`config.mk`:
```
export PLATFORM = sky130hd
export DESIGN_NAME = bg_ram_arbiter
export DESIGN_NICKNAME = d
export VERILOG_FILES = /design/src/rtl/bg_pkg.sv /design/src/rtl/bg_rd_tag_pipe.sv /design/src/rtl/bg_ram_arbiter.sv
export SDC_FILE = /design/constraint.sdc
export NUM_CORES = 1
export LEC_CHECK = 0
export CAP_MARGIN = 20
export CORE_UTILIZATION = 48
export CTS_BUF_LIST = sky130_fd_sc_hd__clkbuf_4 sky130_fd_sc_hd__clkbuf_8
export CTS_CLUSTER_SIZE = 8
export DETAILED_ROUTE_END_ITERATION = 6
export GPL_TIMING_DRIVEN = 0
export HOLD_SLACK_MARGIN = 0.02
export PLACE_DENSITY = 0.91
export SYNTH_ARGS = -nofsm -noshare
export SYNTH_HDL_FRONTEND = slang
export SYNTH_HIERARCHICAL = 1
export SYNTH_SLANG_ARGS = --single-unit
```
`constraint.sdc`:
```
create_clock -name clock -period 6.1 [get_ports clock]
set_input_delay 1.525 -clock clock [delete_from_list [all_inputs] [get_ports clock]]
set_output_delay 1.525 -clock clock [all_outputs]
set_load 0.02 [all_outputs]
```
`src/rtl/bg_pkg.sv`:
```
// Shared definitions for the background tile RAM arbiter.
//  - Playfield geometry (BG_W x BG_H tiles), RAM address and colour widths.
//  - Requester identifiers and the read tag carried alongside a RAM read.
//  - Helpers for tile range checking and linear tile address computation.
package bg_pkg;

  localparam int BG_W    = 20;
  localparam int BG_H    = 15;
  localparam int ADDR_W  = 15;
  localparam int COLOR_W = 12;
  localparam int X_W     = 5;
  localparam int Y_W     = 4;

  typedef enum logic {
    REQ_LOGIC  = 1'b0,
    REQ_RENDER = 1'b1
  } req_id_e;

  // One entry per issued access; vld is set only for reads.
  typedef struct packed {
    logic    vld;
    req_id_e id;
    logic    oob;
  } rd_tag_t;

  function automatic logic tile_in_range(input logic [X_W-1:0] x,
                                         input logic [Y_W-1:0] y);
    return (x < X_W'(BG_W)) && (y < Y_W'(BG_H));
  endfunction

  // Row-major tile address: y * BG_W + x.
  function automatic logic [ADDR_W-1:0] tile_addr(input logic [X_W-1:0] x,
                                                  input logic [Y_W-1:0] y);
    return ADDR_W'(y) * ADDR_W'(BG_W) + ADDR_W'(x);
  endfunction

endpackage

```
`src/rtl/bg_rd_tag_pipe.sv`:
```
// Delay line carrying the read tag in step with the RAM read pipeline.
//  clock, reset : rising-edge clock, asynchronous active-high reset
//  tag_i        : tag of the access being arbitrated this cycle
//  tag_o        : the same tag DEPTH cycles later, aligned with ram_q
// Reset empties every stage so no in-flight read survives a reset.
module bg_rd_tag_pipe
  import bg_pkg::*;
#(
  parameter int DEPTH = 2
) (
  input  logic    clock,
  input  logic    reset,
  input  rd_tag_t tag_i,
  output rd_tag_t tag_o
);

  rd_tag_t stage_q [DEPTH];

  always_ff @(posedge clock or posedge reset) begin
    if (reset) begin
      for (int i = 0; i < DEPTH; i++) stage_q[i] <= '0;
    end else begin
      stage_q[0] <= tag_i;
      for (int i = 1; i < DEPTH; i++) stage_q[i] <= stage_q[i-1];
    end
  end

  assign tag_o = stage_q[DEPTH-1];

endmodule

```
`src/rtl/bg_ram_arbiter.sv`:
```
// Round-robin arbiter sharing the single-port background tile RAM between
// the game logic (read/write) and the renderer (read only).
//  clock, reset        : rising-edge clock, asynchronous active-high reset
//  l_req/l_we/l_x/l_y/l_wdata -> l_gnt, l_rvalid, l_rdata : logic requester
//  r_req/r_x/r_y       -> r_gnt, r_rvalid, r_rdata         : renderer
//  oob_err             : pulses with gnt when the granted tile is off-field
//  ram_addr/ram_data/ram_wren (registered), ram_q          : RAM port
//
// Handshake: a requester holds req (and its operands) until its gnt pulse.
// Arbitration happens in the cycle req is seen; gnt pulses the next cycle.
// Any req still high during the gnt cycle is a fresh request, so a
// continuously held req is served every cycle it wins. A read returns one
// rvalid pulse RD_LATENCY+1 cycles after its gnt; writes return nothing.
module bg_ram_arbiter
  import bg_pkg::*;
#(
  parameter int RD_LATENCY = 1
) (
  input  logic               clock,
  input  logic               reset,
  input  logic               l_req,
  input  logic               l_we,
  input  logic [4:0]         l_x,
  input  logic [3:0]         l_y,
  input  logic [COLOR_W-1:0] l_wdata,
  output logic               l_gnt,
  output logic               l_rvalid,
  output logic [COLOR_W-1:0] l_rdata,
  input  logic               r_req,
  input  logic [4:0]         r_x,
  input  logic [3:0]         r_y,
  output logic               r_gnt,
  output logic               r_rvalid,
  output logic [COLOR_W-1:0] r_rdata,
  output logic               oob_err,
  output logic [ADDR_W-1:0]  ram_addr,
  output logic [COLOR_W-1:0] ram_data,
  output logic               ram_wren,
  input  logic [COLOR_W-1:0] ram_q
);

  req_id_e             ptr_q, ptr_d;
  logic                l_win, r_win, any_win;
  logic [4:0]          sel_x;
  logic [3:0]          sel_y;
  logic                sel_oob;
  logic                wren_d;
  logic [ADDR_W-1:0]   addr_d;
  rd_tag_t             tag_d, tag_out;
  logic [COLOR_W-1:0]  rd_colour;

  logic                l_gnt_q, r_gnt_q, oob_q, ram_wren_q;
  logic [ADDR_W-1:0]   ram_addr_q;
  logic [COLOR_W-1:0]  ram_data_q;
  logic                l_rvalid_q, r_rvalid_q;
  logic [COLOR_W-1:0]  l_rdata_q, r_rdata_q;

  // The pointer only moves on a tie; a lone requester never disturbs it.
  always_comb begin
    l_win = 1'b0;
    r_win = 1'b0;
    ptr_d = ptr_q;
    if (l_req && r_req) begin
      if (ptr_q == REQ_LOGIC) begin
        l_win = 1'b1;
        ptr_d = REQ_RENDER;
      end else begin
        r_win = 1'b1;
        ptr_d = REQ_LOGIC;
      end
    end else begin
      l_win = l_req;
      r_win = r_req;
    end
  end

  assign any_win = l_win | r_win;
  assign sel_x   = l_win ? l_x : r_x;
  assign sel_y   = l_win ? l_y : r_y;
  assign sel_oob = any_win && !tile_in_range(sel_x, sel_y);
  assign wren_d  = l_win && l_we && !sel_oob;
  assign addr_d  = tile_addr(sel_x, sel_y);

  // Off-field reads still travel the pipeline so they complete on time,
  // but their result is forced to zero at the output.
  always_comb begin
    tag_d.vld = r_win || (l_win && !l_we);
    tag_d.id  = l_win ? REQ_LOGIC : REQ_RENDER;
    tag_d.oob = sel_oob;
  end

  always_ff @(posedge clock or posedge reset) begin
    if (reset) begin
      ptr_q      <= REQ_LOGIC;
      l_gnt_q    <= 1'b0;
      r_gnt_q    <= 1'b0;
      oob_q      <= 1'b0;
      ram_wren_q <= 1'b0;
      ram_addr_q <= '0;
      ram_data_q <= '0;
    end else begin
      ptr_q      <= ptr_d;
      l_gnt_q    <= l_win;
      r_gnt_q    <= r_win;
      oob_q      <= sel_oob;
      ram_wren_q <= wren_d;
      // Off-field accesses leave the address bus where it was.
      if (any_win && !sel_oob) ram_addr_q <= addr_d;
      if (wren_d)              ram_data_q <= l_wdata;
    end
  end

  // Tag enters in the arbitration cycle and emerges when ram_q is valid.
  bg_rd_tag_pipe #(
    .DEPTH(RD_LATENCY + 1)
  ) u_tag_pipe (
    .clock (clock),
    .reset (reset),
    .tag_i (tag_d),
    .tag_o (tag_out)
  );

  assign rd_colour = tag_out.oob ? '0 : ram_q;

  // Only the issuing port's rdata is updated; the other keeps its value.
  always_ff @(posedge clock or posedge reset) begin
    if (reset) begin
      l_rvalid_q <= 1'b0;
      r_rvalid_q <= 1'b0;
      l_rdata_q  <= '0;
      r_rdata_q  <= '0;
    end else begin
      l_rvalid_q <= tag_out.vld && (tag_out.id == REQ_LOGIC);
      r_rvalid_q <= tag_out.vld && (tag_out.id == REQ_RENDER);
      if (tag_out.vld && (tag_out.id == REQ_LOGIC))  l_rdata_q <= rd_colour;
      if (tag_out.vld && (tag_out.id == REQ_RENDER)) r_rdata_q <= rd_colour;
    end
  end

  assign l_gnt    = l_gnt_q;
  assign r_gnt    = r_gnt_q;
  assign oob_err  = oob_q;
  assign ram_addr = ram_addr_q;
  assign ram_data = ram_data_q;
  assign ram_wren = ram_wren_q;
  assign l_rvalid = l_rvalid_q;
  assign r_rvalid = r_rvalid_q;
  assign l_rdata  = l_rdata_q;
  assign r_rdata  = r_rdata_q;

endmodule

```
==> results of run 1 <==
## worst max-delay path by stage
stage	start	endpoint	slack [ns]	depth (start not counted)
after floorplan	l_req	ram_addr[8]	2.30	13
after global placement	l_req	ram_addr[8]	1.41	14
after detailed placement	l_req	ram_addr[8]	1.34	14
after CTS	l_req	ram_addr[8]	1.66	14
after global routing	l_req	ram_addr[8]	1.38	14
final	l_req	ram_addr[8]	1.60	14
## cell families after synthesis
logic type / count (synthesis) / share of synthesized area [%]
and+or+nand+nor: 114 / 18.17
DFF: 59 / 55.69
AOI/OAI and AO/OA: 42 / 9.438
buffers and inverters: 31 / 5.805
adders and majority gates: 8 / 4.342
xor gates and xnor gates: 8 / 2.643
muxes: 8 / 3.775
other: 1 / 0.1414
## cells in the mapped netlist (2+ instances only)
master    number
a21o_1         2
a21oi_1        3
a31oi_1        2
buf_4          9
clkbuf_1       7
dfrtp_1       59
fa_1           2
ha_1           6
inv_1         13
mux2_2         6
nand2_1       84
nand2b_1      14
nand3_1        3
nand4_1        3
nor2_1         7
nor2b_1        2
o211ai_1       3
o21a_1         2
o21ai_0       27
xnor2_1        6
xor2_1         2
## cell usage in the layout, fill, tap and decap left out, types with 3 or more instances in the layout
master and n:
nand2b_1 14, buf_4 9, clkbuf_1 7, dfrtp_1 59, nand3_1 3, o211ai_1 3
o21ai_0 27, clkbuf_8 11, nand4_1 3, nor2_1 7, xnor2_1 6, conb_1 5
ha_1 6, inv_1 12, nand2_1 84, a21oi_1 3, clkdlybuf4s50_1 98, mux2_2 6
## through the flow
step	utilization, %	hold WS [ns]	std cells	setup slack (ns)
after floorplan	-	0.3312	275	2.303
after global routing	75.67	0.3659	460	1.384
after detailed placement	72.14	0.3356	444	1.343
final	75.67	0.3464	460	1.598
after CTS	75.67	0.3493	460	1.657
after global placement	71.75	0.3312	443	1.412
## sequential cells by signal, indices dropped and copies added (netlist names)
register	flops
ram_data	12
oob_err	1
u_tag_pipe/stage_q	3
u_tag_pipe/tag_o	3
r_rdata	12
r_gnt	1
ram_wren	1
l_rdata	12
ram_addr	10
r_rvalid	1
l_rvalid	1
ptr_q	1
l_gnt	1
## layer usage
| metal | wire, um | share of wire (%) |
|---|---|---|
| met2 | 3263 | 50 |
| met3 | 474 | 7.3 |
| met5 | 0 | 0 |
| met1 | 2600 | 40 |
| met4 | 155 | 2.4 |
## area by class of cell
cell class | count | area share [%]
flip-flops and latches | 59 | 37.48
repair buffers | 99 | 25.41
multi-input cells | 185 | 26.30
clock inverters | 4 | 0.6353
plain buffers | 17 | 2.510
inverters | 14 | 1.398
clock buffers | 12 | 4.034
well taps | 70 | 2.224
## power groups by stage
| stage | combinational (mW) | clock [mW] | sequential, mW |
|---|---|---|---|
| after floorplan | 0.231 | 0 | 0.733 |
| after global placement | 0.688 | 0 | 0.587 |
| after detailed placement | 0.710 | 0 | 0.594 |
| after CTS | 0.716 | 0.328 | 0.588 |
| after global routing | 0.762 | 0.344 | 0.605 |
| final | 0.713 | 0.324 | 0.589 |
==> out/qor.yml, run 1 <==
status:
  status: "finished clean"
drt:
  routed_wl_um: 6494
  final_antenna_net_count: 0
  wl_per_cell_um: 14.12
  drc: 0
  dr.pass1.iters: 4
  dr_total_vias: 2343
  drt_iter0_drc: 128
  viasPerCell: 5.093
finish:
  antenna_cells: 0
  fin_nets: 440
  final_cell_area_um2: 3939
  syn_to_final_growth_pct: 48.56
  final-seq-area_um2: 1476
  multi_input_comb_area_um2: 1036
  n_fill_cell: 354
  drive_above_1_share_pct: 9.744
timing:
  slew_viol_final: 0
  clock_skew_ns: 0.006996
  grt_setup_unrepaired: "no"
  finalSetupViolCount: 0
  layout_worst_path_cycle_share_pct: 73.81
  min_period_ns: 4.502
  hold_viol: 0
  timing.fmax_mhz: 222.1
  fin_setup_tns_ns: 0
min_path:
  hp-class: "flop to flop"
  whs_endpoint: "u_tag_pipe/tag_o[1]"
  holdPathStages: 0
  hp-start: "u_tag_pipe/stage_q[4]"
setup_path:
  required_ns: 6.37
  cp_data_arrival_time_ns: 4.77
  crit_buf_inv: 3
  cp_slowest_cell: "clkdlybuf4s50_1"
  r2r-start: "ptr_q"
  path_cells: "clkdlybuf4s50_1 > a21boi_4 > clkbuf_1 > nand2_1 > nand2_1 > ha_1 > ha_1 > inv_1 > fa_1 > nor2b_1 > o211ai_1 > xnor2_1 > o211ai_1 > o21a_1"
  cp_max_fo: 10
  worst_path_largest_cell_delay_ns: 0.54
  r2r_end: "ram_addr[8]"
  cp-end-kind: "flop"
  critical_path_class: "input port to flop"
  cp-start-kind: "input port"
  critPathTopFamily: "buffers and inverters"
  ff2ff_setup_slack_ns: 2.97
  ff2ff_path_depth: 13
grt:
  antenna_found_initial: 0
  grt_most_used_layer: "met2"
  grt_max_degree: 44
  grt_pass1_wl_um: 10940
  gr-total-overflow: 0
  grt_util_met1_pct: 28.76
  use_met2_pct: 40.72
  grt_util_all_layers_pct: 23.98
  use_met3_pct: 5.030
  grt_pass1_vias: 2372
floorplan:
  initial_core_util_pct: 50.94
  die_w_um: 76.32
  die_area_um2: 5825
  fp.dieH_um: 76.32
  num_rows: 26
  io_pins: 104
  core_um2: 5205
clocking:
  clk_path_buf_depth: 2
  cts_tree: "yes"
  cts-resized-gates: 0
  root_buffer: "clkbuf_8"
  clock_latency_ns: 0.33
  cts_setup_buffers: 0
  clkSlewWorstSetupHoldPaths_ns: 0.06
  h-tree-depth: 3
  cts_hold_buf: 0
  cts_buffers: 9
  clock-sinks: 59
placement:
  dpl.hpwl_um: 4888
  place.gp.congestion: 0.8023
  place_area_um2: 3755
  portBuffers: 98
synthesis:
  synth_seq_area_share_pct: 55.69
  synth_edf_count: 0
  synth_area_leaders: "dfrtp_1 56%, nand2_1 12%, o21ai_0 5.1%"
  synthFlopType: "dfrtp_1"
  syn_area_per_cell_um2: 9.783
  synth-seq-cells: 59
  netlist_instances: 271
  netlist.area_leader.share_pct: 55.69
  yosysTopAreaCell: "dfrtp_1"
  yosys_warnings: 6
  netlist_area_um2: 2651
  yosysUniqueCellTypes: 30
  synth-async-reset-ratio_pct: 100.0
power_and_ir_drop:
  power_mw: 1.626
  clockPowerShare_pct: 20.0
  p_int_mw: 1.033
  seqPwrFrac_pct: 36.2
  switchingPower_mw: 0.5932
  p_leak_nw: 1.824
  combinationalPowerShare_pct: 43.8
  power_density_nw_per_um2: 412.8
  ir_drop_mv: 0.2657
  p_sw_share_pct: 36.49
run:
  maxCapViolCount: 0
(Power assumes the default switching activity.)
==> run 2: changes to the inputs <==
--- a/config.mk
+++ b/config.mk
@@ -6,13 +6,13 @@
 export NUM_CORES = 1
 export LEC_CHECK = 0
 export CAP_MARGIN = 20
-export CORE_UTILIZATION = 48
+export CORE_UTILIZATION = 45
 export CTS_BUF_LIST = sky130_fd_sc_hd__clkbuf_4 sky130_fd_sc_hd__clkbuf_8
 export CTS_CLUSTER_SIZE = 8
 export DETAILED_ROUTE_END_ITERATION = 6
 export GPL_TIMING_DRIVEN = 0
 export HOLD_SLACK_MARGIN = 0.02
-export PLACE_DENSITY = 0.91
+export PLACE_DENSITY = 0.86
 export SYNTH_ARGS = -nofsm -noshare
 export SYNTH_HDL_FRONTEND = slang
 export SYNTH_HIERARCHICAL = 1
==> constraint.sdc (replaced) <==
create_clock -name clock -period 4.3 [get_ports clock]
set_input_delay 1.075 -clock clock [delete_from_list [all_inputs] [get_ports clock]]
set_output_delay 1.075 -clock clock [all_outputs]
set_load 0.02 [all_outputs]
==> out/qor.yml, run 2 (synthesized netlist as in run 1, its figures left out) <==
grt:
  grt_most_used_layer: "met2"
  use_met3_pct: 6.897
  use_met2_pct: 41.04
  grt_util_all_layers_pct: 23.67
  antenna_found_initial: 0
  grt_max_degree: 40
  grt_util_met1_pct: 28.80
  grt_pass1_wl_um: 11100
  grt_pass1_vias: 2343
  gr-total-overflow: 0
min_path:
  hp-class: "flop to flop"
  hp-start: "u_tag_pipe/stage_q[4]"
  holdPathStages: 0
  whs_endpoint: "u_tag_pipe/tag_o[1]"
clocking:
  root_buffer: "clkbuf_8"
  clock-sinks: 59
  cts_tree: "yes"
  clk_path_buf_depth: 2
  h-tree-depth: 3
  cts_buffers: 9
  cts-resized-gates: 0
  cts_hold_buf: 0
  clkSlewWorstSetupHoldPaths_ns: 0.07
  cts_setup_buffers: 0
  clock_latency_ns: 0.33
setup_path:
  critical_path_class: "input port to flop"
  cp_max_fo: 10
  cp_data_arrival_time_ns: 4.30
  r2r_end: "ram_addr[8]"
  ff2ff_path_depth: 13
  r2r-start: "ptr_q"
  required_ns: 4.57
  cp-end-kind: "flop"
  cp-start-kind: "input port"
  ff2ff_setup_slack_ns: 1.19
drt:
  dr_total_vias: 2281
  routed_wl_um: 6470
  drc: 0
  dr.pass1.iters: 4
  viasPerCell: 4.937
  final_antenna_net_count: 0
  drt_iter0_drc: 108
  wl_per_cell_um: 14.00
power_and_ir_drop:
  ir_drop_mv: 0.3106
  p_leak_nw: 1.819
  power_density_nw_per_um2: 578.3
floorplan:
  initial_core_util_pct: 47.28
  die_area_um2: 6202
  io_pins: 104
  die_w_um: 78.76
  fp.dieH_um: 78.76
  num_rows: 27
  core_um2: 5608
finish:
  final_common_cell: "clkdlybuf4s50_1"
  antenna_cells: 0
  final_cell_mix: "98 x clkdlybuf4s50_1, 84 x nand2_1, 59 x dfrtp_1"
  fin_nets: 440
  fin_util_pct: 70.01
  multi_input_comb_area_um2: 1036
  instances_no_fill: 462
  final-seq-area_um2: 1476
  syn_to_final_growth_pct: 48.09
  n_fill_cell: 443
  drive_above_1_share_pct: 9.744
timing:
  setup_ws_ns: 0.2668
  timing.fmax_mhz: 247.9
  hold_viol: 0
  finalSetupViolCount: 0
  grt_setup_unrepaired: "no"
  clock_skew_ns: 0.005503
  slew_viol_final: 0
  min_period_ns: 4.033
  fin_setup_tns_ns: 0
  layout_worst_path_cycle_share_pct: 93.79
  hold_ws_ns: 0.3440
placement:
  dpl.cell_count: 446
  dpl.hpwl_um: 5006
  place_ws_ns: -0.02796
  portBuffers: 98
  place.gp.congestion: 0.8308
status:
  status: "finished clean"
run:
  maxCapViolCount: 0
run 2: worst max-delay path, cell delays in order:
cell and delay [ns]:
clkdlybuf4s50_1 0.55, a21boi_4 0.30, clkbuf_1 0.38, nand2_1 0.11, nand2_1 0.14, ha_1 0.17, ha_1 0.17, inv_1 0.06
fa_1 0.54, nor2b_1 0.18, o211ai_1 0.13, xnor2_1 0.14, o211ai_1 0.20, o21a_1 0.15
run 2: routing by layer:
layer	vias to the layer above	part of all wire, %
met4	0	0.42
met1	1071	41
met3	4	7.2
met5	-	0
li1	1092	-
met2	114	51
run 2: cell type report:
cell class / count / area share [%]
clock buffer: 11 / 3.537
buffer: 17 / 2.518
tap: 72 / 2.294
clock inverter: 5 / 0.7648
multi-input combinational: 185 / 26.39
sequential: 59 / 37.60
timing repair buffer: 99 / 25.49
inverter: 14 / 1.402
run 2: power breakdown:
group	internal (mW)	switching (mW)	total (mW)
Sequential	0.735	0.0968	0.832
Clock	0.219	0.213	0.431
Combinational	0.485	0.522	1.01
Total	1.44	0.832	2.27
run 2: worst max path at each step:
| stage | from | end | slack [ns] | cells after the start |
|---|---|---|---|---|
| after global placement | l_req | ram_addr[8] | 0.08 | 14 |
| after floorplan | l_req | ram_addr[8] | 0.95 | 13 |
| after CTS | l_req | ram_addr[8] | 0.29 | 14 |
| final | l_req | ram_addr[8] | 0.27 | 14 |
| after detailed placement | l_req | ram_addr[8] | -0.03 | 14 |
| after global routing | l_req | ram_addr[8] | 0.005 | 14 |
run 2: through the flow:
step | area, um^2 | power (mW)
2_1_floorplan | 2666 | 1.367
3_3_place_gp | 3737 | 1.812
3_5_place_dp | 3757 | 1.850
4_1_cts | 3926 | 2.293
5_1_grt | 3926 | 2.422
6_report | 3926 | 2.270
